===== src/rtl/bcd_pkg.sv =====
// Shared types and constants for the sequential BCD-to-binary converter.
package bcd_pkg;

  typedef enum logic [1:0] {
    IDLE   = 2'd0,
    SHIFT  = 2'd1,
    DONE_S = 2'd2
  } state_e;

  localparam logic [3:0] BCD_MAX = 4'd9;

  // Smallest width that holds 10^ndig - 1: 4/7/10/14 for ndig 1/2/3/4.
  function automatic int bcd_bin_width(input int ndig);
    int p;
    int w;
    p = 1;
    for (int i = 0; i < ndig; i++) begin
      p = p * 10;
    end
    w = 0;
    while ((64'd1 << w) < 64'(p)) begin
      w = w + 1;
    end
    return w;
  endfunction

endpackage


===== src/rtl/bcd_sub3_cell.sv =====
// Per-digit correction for reverse double-dabble: a digit of 8 or more loses 3.
module bcd_sub3_cell (
  input  logic [3:0] in_i,
  output logic [3:0] out_o
);

  assign out_o = (in_i >= 4'd8) ? (in_i - 4'd3) : in_i;

endmodule


===== src/rtl/bcd_to_bin_seq.sv =====
// Sequential BCD-to-binary converter, one bit per clock with START/BUSY/DONE handshake.
// Optional macro BCD_CHECK_EN: reject operands with a digit above 9 (ERR=1, BIN=0, no SHIFT).
module bcd_to_bin_seq
  import bcd_pkg::*;
#(
  parameter int NDIG = 2
) (
  input  logic                            clk,
  input  logic                            CLR,
  input  logic                            START,
  input  logic [4*NDIG-1:0]               D,
  output logic [bcd_bin_width(NDIG)-1:0]  BIN,
  output logic                            BUSY,
  output logic                            DONE,
  output logic                            ERR
);

  localparam int BW = bcd_bin_width(NDIG);
  localparam int CW = $clog2(BW + 1);
  localparam int WW = 4 * NDIG + BW;

  state_e          state_q;
  logic [WW-1:0]   work_q;
  logic [WW-1:0]   work_sh_s;
  logic [WW-1:0]   work_d;
  logic [CW-1:0]   cnt_q;
  logic [BW-1:0]   bin_q;
  logic            busy_q;
  logic            done_q;
  logic            err_q;
  logic            d_bad_s;

  assign work_sh_s = work_q >> 1;
  assign work_d[BW-1:0] = work_sh_s[BW-1:0];

  // One correction cell per BCD digit, applied after the shift.
  for (genvar g = 0; g < NDIG; g++) begin : g_cell
    bcd_sub3_cell u_cell (
      .in_i  (work_sh_s[BW+4*g +: 4]),
      .out_o (work_d[BW+4*g +: 4])
    );
  end

`ifdef BCD_CHECK_EN
  // Flags any operand digit outside 0..9.
  always_comb begin
    d_bad_s = 1'b0;
    for (int i = 0; i < NDIG; i++) begin
      d_bad_s = d_bad_s | (D[4*i +: 4] > BCD_MAX);
    end
  end
`else
  assign d_bad_s = 1'b0;
`endif

  // Controller, counter, work register and registered outputs.
  always_ff @(posedge clk or negedge CLR) begin
    if (!CLR) begin
      state_q <= IDLE;
      work_q  <= '0;
      cnt_q   <= '0;
      bin_q   <= '0;
      busy_q  <= 1'b0;
      done_q  <= 1'b0;
      err_q   <= 1'b0;
    end else begin
      case (state_q)
        IDLE, DONE_S: begin
          if (START) begin
            work_q <= {D, {BW{1'b0}}};
            cnt_q  <= '0;
            if (d_bad_s) begin
              // Invalid operand: skip conversion and report straight away.
              err_q   <= 1'b1;
              bin_q   <= '0;
              busy_q  <= 1'b0;
              done_q  <= 1'b1;
              state_q <= DONE_S;
            end else begin
              err_q   <= 1'b0;
              busy_q  <= 1'b1;
              done_q  <= 1'b0;
              state_q <= SHIFT;
            end
          end else begin
            busy_q  <= 1'b0;
            done_q  <= 1'b0;
            state_q <= IDLE;
          end
        end
        SHIFT: begin
          work_q <= work_d;
          cnt_q  <= cnt_q + {{(CW-1){1'b0}}, 1'b1};
          if (cnt_q == CW'(BW - 1)) begin
            bin_q   <= work_d[BW-1:0];
            busy_q  <= 1'b0;
            done_q  <= 1'b1;
            state_q <= DONE_S;
          end else begin
            busy_q  <= 1'b1;
            done_q  <= 1'b0;
            state_q <= SHIFT;
          end
        end
        default: begin
          busy_q  <= 1'b0;
          done_q  <= 1'b0;
          state_q <= IDLE;
        end
      endcase
    end
  end

  assign BIN  = bin_q;
  assign BUSY = busy_q;
  assign DONE = done_q;
`ifdef BCD_CHECK_EN
  assign ERR  = err_q;
`else
  assign ERR  = 1'b0;
`endif

endmodule


===== config.mk =====
export PLATFORM = sky130hd
export DESIGN_NAME = bcd_to_bin_seq
export DESIGN_NICKNAME = d
export VERILOG_FILES = /design/src/rtl/bcd_pkg.sv /design/src/rtl/bcd_sub3_cell.sv /design/src/rtl/bcd_to_bin_seq.sv
export SDC_FILE = /design/constraint.sdc
export NUM_CORES = 1
export LEC_CHECK = 0
export CORE_MARGIN = 2
export CORE_UTILIZATION = 49
export CTS_CLUSTER_DIAMETER = 80
export DETAILED_ROUTE_END_ITERATION = 10
export PLACE_DENSITY = 0.75
export SYNTH_ARGS = -nofsm -noshare
export SYNTH_HDL_FRONTEND = slang
export SYNTH_SLANG_ARGS = --single-unit
export TNS_END_PERCENT = 10

===== constraint.sdc =====
create_clock -name clk -period 2.21 [get_ports clk]
set_input_delay 0.663 -clock clk [delete_from_list [all_inputs] [get_ports clk]]
set_output_delay 0.663 -clock clk [all_outputs]
set_load 0.005 [all_outputs]

== Word-level counts from Yosys, hierarchy flattened ==
Index checks and enable logic that the tools add are counted.

* Register bits after elaboration: 29
* Input port bits: 11
* Output and inout port bits: 10
* Logic and storage cells: 34

* Add/subtract/negate cells: 3
* Magnitude comparators: 2
* Equal/unequal tests: 4
* Muxes and demuxes: 14
* Reduce and logical (&&, ||, !) cells: 5

{| class="wikitable"
|+ Operator list
! operator !! number
|-
| 15-bit one-hot mux with 2 select lines || 1
|-
| 15-bit 2-to-1 mux || 1
|-
| 4-bit 2-to-1 mux || 2
|-
| 3-bit one-hot mux with 2 select lines || 1
|-
| 1-bit 2-to-1 mux || 5
|-
| 3-bit by 4-bit >= comparator with 1-bit output, second input constant || 1
|-
| 4-bit >= comparator, second input constant || 1
|-
| 2-bit one-hot mux with 2 select lines || 1
|-
| 2-bit AND reduction || 2
|-
| 3-bit by 2-bit subtractor with 4-bit output, second input constant || 1
|-
| 4-bit by 2-bit subtractor with 4-bit output, second input constant || 1
|-
| 3-bit by 1-bit adder with 3-bit output, second input constant || 1
|-
| 3-bit equality test, second input constant || 1
|-
| 3-bit 2-to-1 mux || 1
|-
| 2-bit by 1-bit equality test with 1-bit output, second input constant || 1
|-
| 2-bit equality test, second input constant || 1
|-
| 2-bit zero test || 1
|-
| 2-bit 2-to-1 mux || 1
|-
| 2-bit inequality test, second input constant || 1
|-
| 1-bit one-hot mux with 2 select lines || 1
|-
| 2-bit nonzero test || 1
|-
| 2-bit OR reduction || 1
|}

== Depth between registers and ports, before layout ==
* Word-level depth: 4
* Mapped depth: 5
* Depth with buffers taken out: 5

== Modules after synthesis ==
Synthesis repeated with hierarchy kept, for this count alone.

* Cells, all modules: 128
* Area, all modules: 1423.9 µm²

{| class="wikitable"
|+ Modules (own cells, without submodules)
! module !! instances !! cells an instance !! area an instance (µm²) !! seq. area each (µm²)
|-
| bcd_to_bin_seq || 1 || 106 || 1271.2 || 650.6
|-
| bcd_sub3_cell || 2 || 11 || 76.3 || 0.0
|}

== Worst setup path after synthesis ==
OpenSTA, ideal clock, no wires.

* Path kind: input -> register
* Start: in START
* End: reg work_q[10]
* Setup time: 126 ps
* Arrival time: 1242 ps
* Required time: 2084 ps
* Slack: 842 ps
* Cell stages on the path: 4
* Buffers on the path: 1
* Path through: nor2b_1 > buf_2 > a311oi_1 > nor2_1

* Cells in the longest elaborated chain, start to end: 2

{| class="wikitable"
|+ RTL lines
! item !! RTL line !! text
|-
| start, declared || bcd_to_bin_seq.sv:10 || <nowiki>input logic START,</nowiki>
|-
| 2-bit inequality test (no source line) || n/a ||
|-
| 2-bit AND reduction (no source line) || n/a ||
|-
| end signal, assigned || bcd_to_bin_seq.sv:70 || <nowiki>work_q <= {D, {BW{1'b0}}};</nowiki>
|-
| end signal, assigned || bcd_to_bin_seq.sv:92 || <nowiki>work_q <= work_d;</nowiki>
|-
| end, declared || bcd_to_bin_seq.sv:23 || <nowiki>logic [WW-1:0] work_q;</nowiki>
|}

No other way between the ends.
A chain may end at the register's enable or synchronous reset.

==> results.md <==
- The remaining antenna violation count is 0.
- The initial DRC count is 4.
- The number of cells in the finished layout apart from fillers is 148.
- The area of the placeable core is ~2300 um2.
- After detailed routing, the number of vias per cell comes to 5.42.
- The net count after synthesis is around 120.
- The hold violation total from the final report came to 0.
- The worst hold path startpoint is BIN[0].
- The setup path with the least slack is of type flop to output port.
- The actual slew at the worst max-slew pin is between 500 and 600 ps.
- Clock-pin slew was measured on the worst setup and hold paths at 140 ps.
- The reported leakage power is 0.670 nW.
- The most used flip-flop cell after synthesis is dfrtp_1.
- The floorplan has 17 rows.
- The number of warnings printed during yosys synthesis is 0.
- The pre-antenna-repair detailed-routing pass consisted of 4 iterations.
- The buffers inserted during post-CTS setup optimization is 0.
- The average routed wire per standard cell is around 14 um.
- Final hold analysis gives a worst-case slack of approximately 500 ps.
- In this run the worst hold path is classified as flop to flop.
- VDD sags by at most 0.000812 V.
- The share of final-layout standard cells stronger than drive strength 1 is 0.125.
- The via count of the first global-routing pass is slightly below 800.
- The longest clock path from root to sink contains 2 buffers.
- The net count of the finished layout is roughly 140.
- The count of max-cap constraint violations is 0.
- The number of antenna violations at the first check in global routing is 0.
- The master of the slowest instance on the critical path is clkdlybuf4s50_1.
- STA classifies the critical path startpoint as a flop.
- The starting density of the core is 0.528.
- The cts-stage hold buffer count is 0.
- The endpoint class of the critical path is an output port.
- The TritonCTS clock tree is built.
- Setup violations remaining at the end of the flow were counted as 0.
- Summed over all layers, the global routing overflow is 0.
- Of all cell types, the one taking the most synthesized area is dfrtp_1.
- The post-route clock skew is a little over 0.8 ps.
- Once layout is complete, the utilization of the core stands at 0.634.
- The final weighted congestion in routability-driven placement is a little under 0.8.
- The share of the Yosys chip area taken by registers is 0.568.
- In this run the power density over the cells is approximately 1300 nW/um2.
- The kind of cell with the highest combined delay along the critical path is buffers and inverters.
- The post-DP HPWL is 1420 um.
- In this run the number of H-tree levels came out at 1.
- The quantity of gates resized following cts is 0.
- The worst path in the final design needs a cycle of between 1500 and 2000 ps, including I/O delays and setup.
- Yosys mapped the design onto 27 distinct sky130hd cell types.
- The mean instance size in the synthesized netlist is 11.9 um2.
- The repair_antennas step left the layout with diodes totalling 0.
- Yosys attributes the largest share of cell area to dfrtp_1 57%, mux2_2 5.7%, a22o_1 5.2%, nand2_1 4.4%, ha_1 4.2%.
- The required time of the critical path is ~1600 ps.
- The wire length of the first global-routing pass is between 3000 and 4000 um.
- In this run the vertical extent of the chip is between 50 and 60 um.
- The remaining routing DRC violations is 0.
- For the final routed database, the setup TNS stands at 0 ps.
- Setup repair after global routing left no endpoint under its margin.
- In the synthesized netlist, the number of instances is 100.
- In this run, synthesis inferred 0 flip-flops with an integrated enable.
- The run finished with clean final reports.
- Of all nets on the critical path, the largest fanout is 6.
- The critical path goes through clkdlybuf4s50_1.
- The delay contributed by the slowest stage of the critical path is between 500 and 600 ps.
- The number of placed cells counting well taps is about 140.
- In the global route stage, overall resource usage came out at 0.176.
- The tightest slew margin relative to the limit is 0.652.
- The die boundary width is 53.3 um.
- The clock latency reported for the late side of the worst-skew pair is between 300 and 400 ps.
- The number of clock buffers added by TritonCTS is 3.
- Relative to the synthesized area, the layout overhead comes to 20.2%.
- The tree is rooted in a clkbuf_4.
- The number of buffers and inverters on the critical path is 1.
- The die footprint is 2840 um2.
- The share of synthesized area in the top cell type comes to 0.568.
- The fraction of the cycle the final worst path needs is 0.896.
- In this run the critical register-to-register path is launched from state_q[0].
- The total wire length is about 2000 um.
- The placed cell area is between 1000 and 1500 um2.
- The critical path starts at state_q[0].
- The area of the mapped netlist is 1190 um2.
- The data arrival time of the critical path is 1320 ps.
- Once layout is done, the placed cells without fillers occupy between 1000 and 1500 um2.
- The count of pins over their slew limit is 0.
- The number of primary I/O pins is 21.
- Synthesis inferred 27 register bits.
- The highest achievable clock rate is around 0.5 GHz.
- The largest net degree at the start of global routing is 28.
- The routed layout has 802 vias.
- The number of sinks on the clock net is 27.
- In the synthesized netlist the async set-or-reset flop fraction comes to 1.00.
- Input and output buffers added on the ports amount to 19.
## state kept, by name (all words and copies together), names as in the netlist
| register | count |
|---|---|
| BIN | 7 |
| DONE | 1 |
| cnt_q | 3 |
| state_q | 2 |
| work_q | 14 |
## cell type report
class                           instances  area, um2
Fill cell                             187        825
Sequential cell                        27        676
Multi-Input combinational cell         63        465
Timing Repair Buffer                   21        205
Tap cell                               28       35.0
Clock buffer                            3       22.5
Inverter                                5       18.8
Clock inverter                          1       7.51
## where the power goes
group | total [W] | internal [W] | switching [W] | leakage, nW
registers | 0.000885 | 0.000712 | 0.000172 | 0.335
clock network | 0.000216 | 0.0000693 | 0.000147 | 0.0139
logic | 0.000817 | 0.000440 | 0.000377 | 0.321
## per-stage QoR
step	total power, W	worst slack, ps
2_1_floorplan	0.00143	842
3_3_place_gp	0.00167	372
3_5_place_dp	0.00172	319
4_1_cts	0.00193	218
5_1_grt	0.00208	189
6_report	0.00192	230
## worst paths after layout
| path | end | slack, ps | depth (start not counted) |
|---|---|---|---|
| worst min register to register | BIN[0] | 500 | 1 |
| worst max-delay path | BUSY | 230 | 1 |
| max in group asynchronous | state_q[1] | 1290 | 2 |
| worst min-delay path | BIN[0] | 500 | 1 |
| worst max register to register | BIN[0] | 650 | 4 |
| min in group asynchronous | cnt_q[0] | 680 | 2 |
## layout by cell type (no fill, tap or decap), types with 2 or more instances in the layout
cell type and count:
dfrtp_1 27, a31oi_1 5, nor2_1 6, nand2b_1 2
nand2_1 14, clkbuf_4 3, a22o_1 7, clkdlybuf4s50_1 19
buf_4 2, nor2b_1 2, mux2_2 6, inv_1 5
mux2i_1 2, ha_1 4, xor2_1 2
## routing by layer
metal / up-vias / global-route usage / share of wire
met4: 0 / 0.0641 / 0.016
met1: 402 / 0.232 / 0.48
li1: 379 / - / -
met2: 17 / 0.292 / 0.46
met5: - / 0 / 0
met3: 4 / 0.0254 / 0.041
## cell families (layout without fill, tap and decap cells)
family          after synthesis  in the layout  synth area share
compound gates               17             17             0.110
xor+xnor                      3              3            0.0221
fa+ha+maj                     4              4            0.0421
buf+inv                      10             30            0.0410
flops                        27             27             0.568
mux                           9              9            0.0831
other cells                   1              1           0.00315
simple gates                 29             29             0.130
## cell usage after synthesis (2+ instances only)
cell      instances
inv_1             5
xor2_1            2
dfrtp_1          27
buf_2             3
mux2_2            6
ha_1              4
nor2b_1           2
a22o_1            7
nand2b_1          2
nor2_1            6
nand2_1          14
buf_4             2
mux2i_1           2
a31oi_1           5
(Power assumes the default switching activity.)
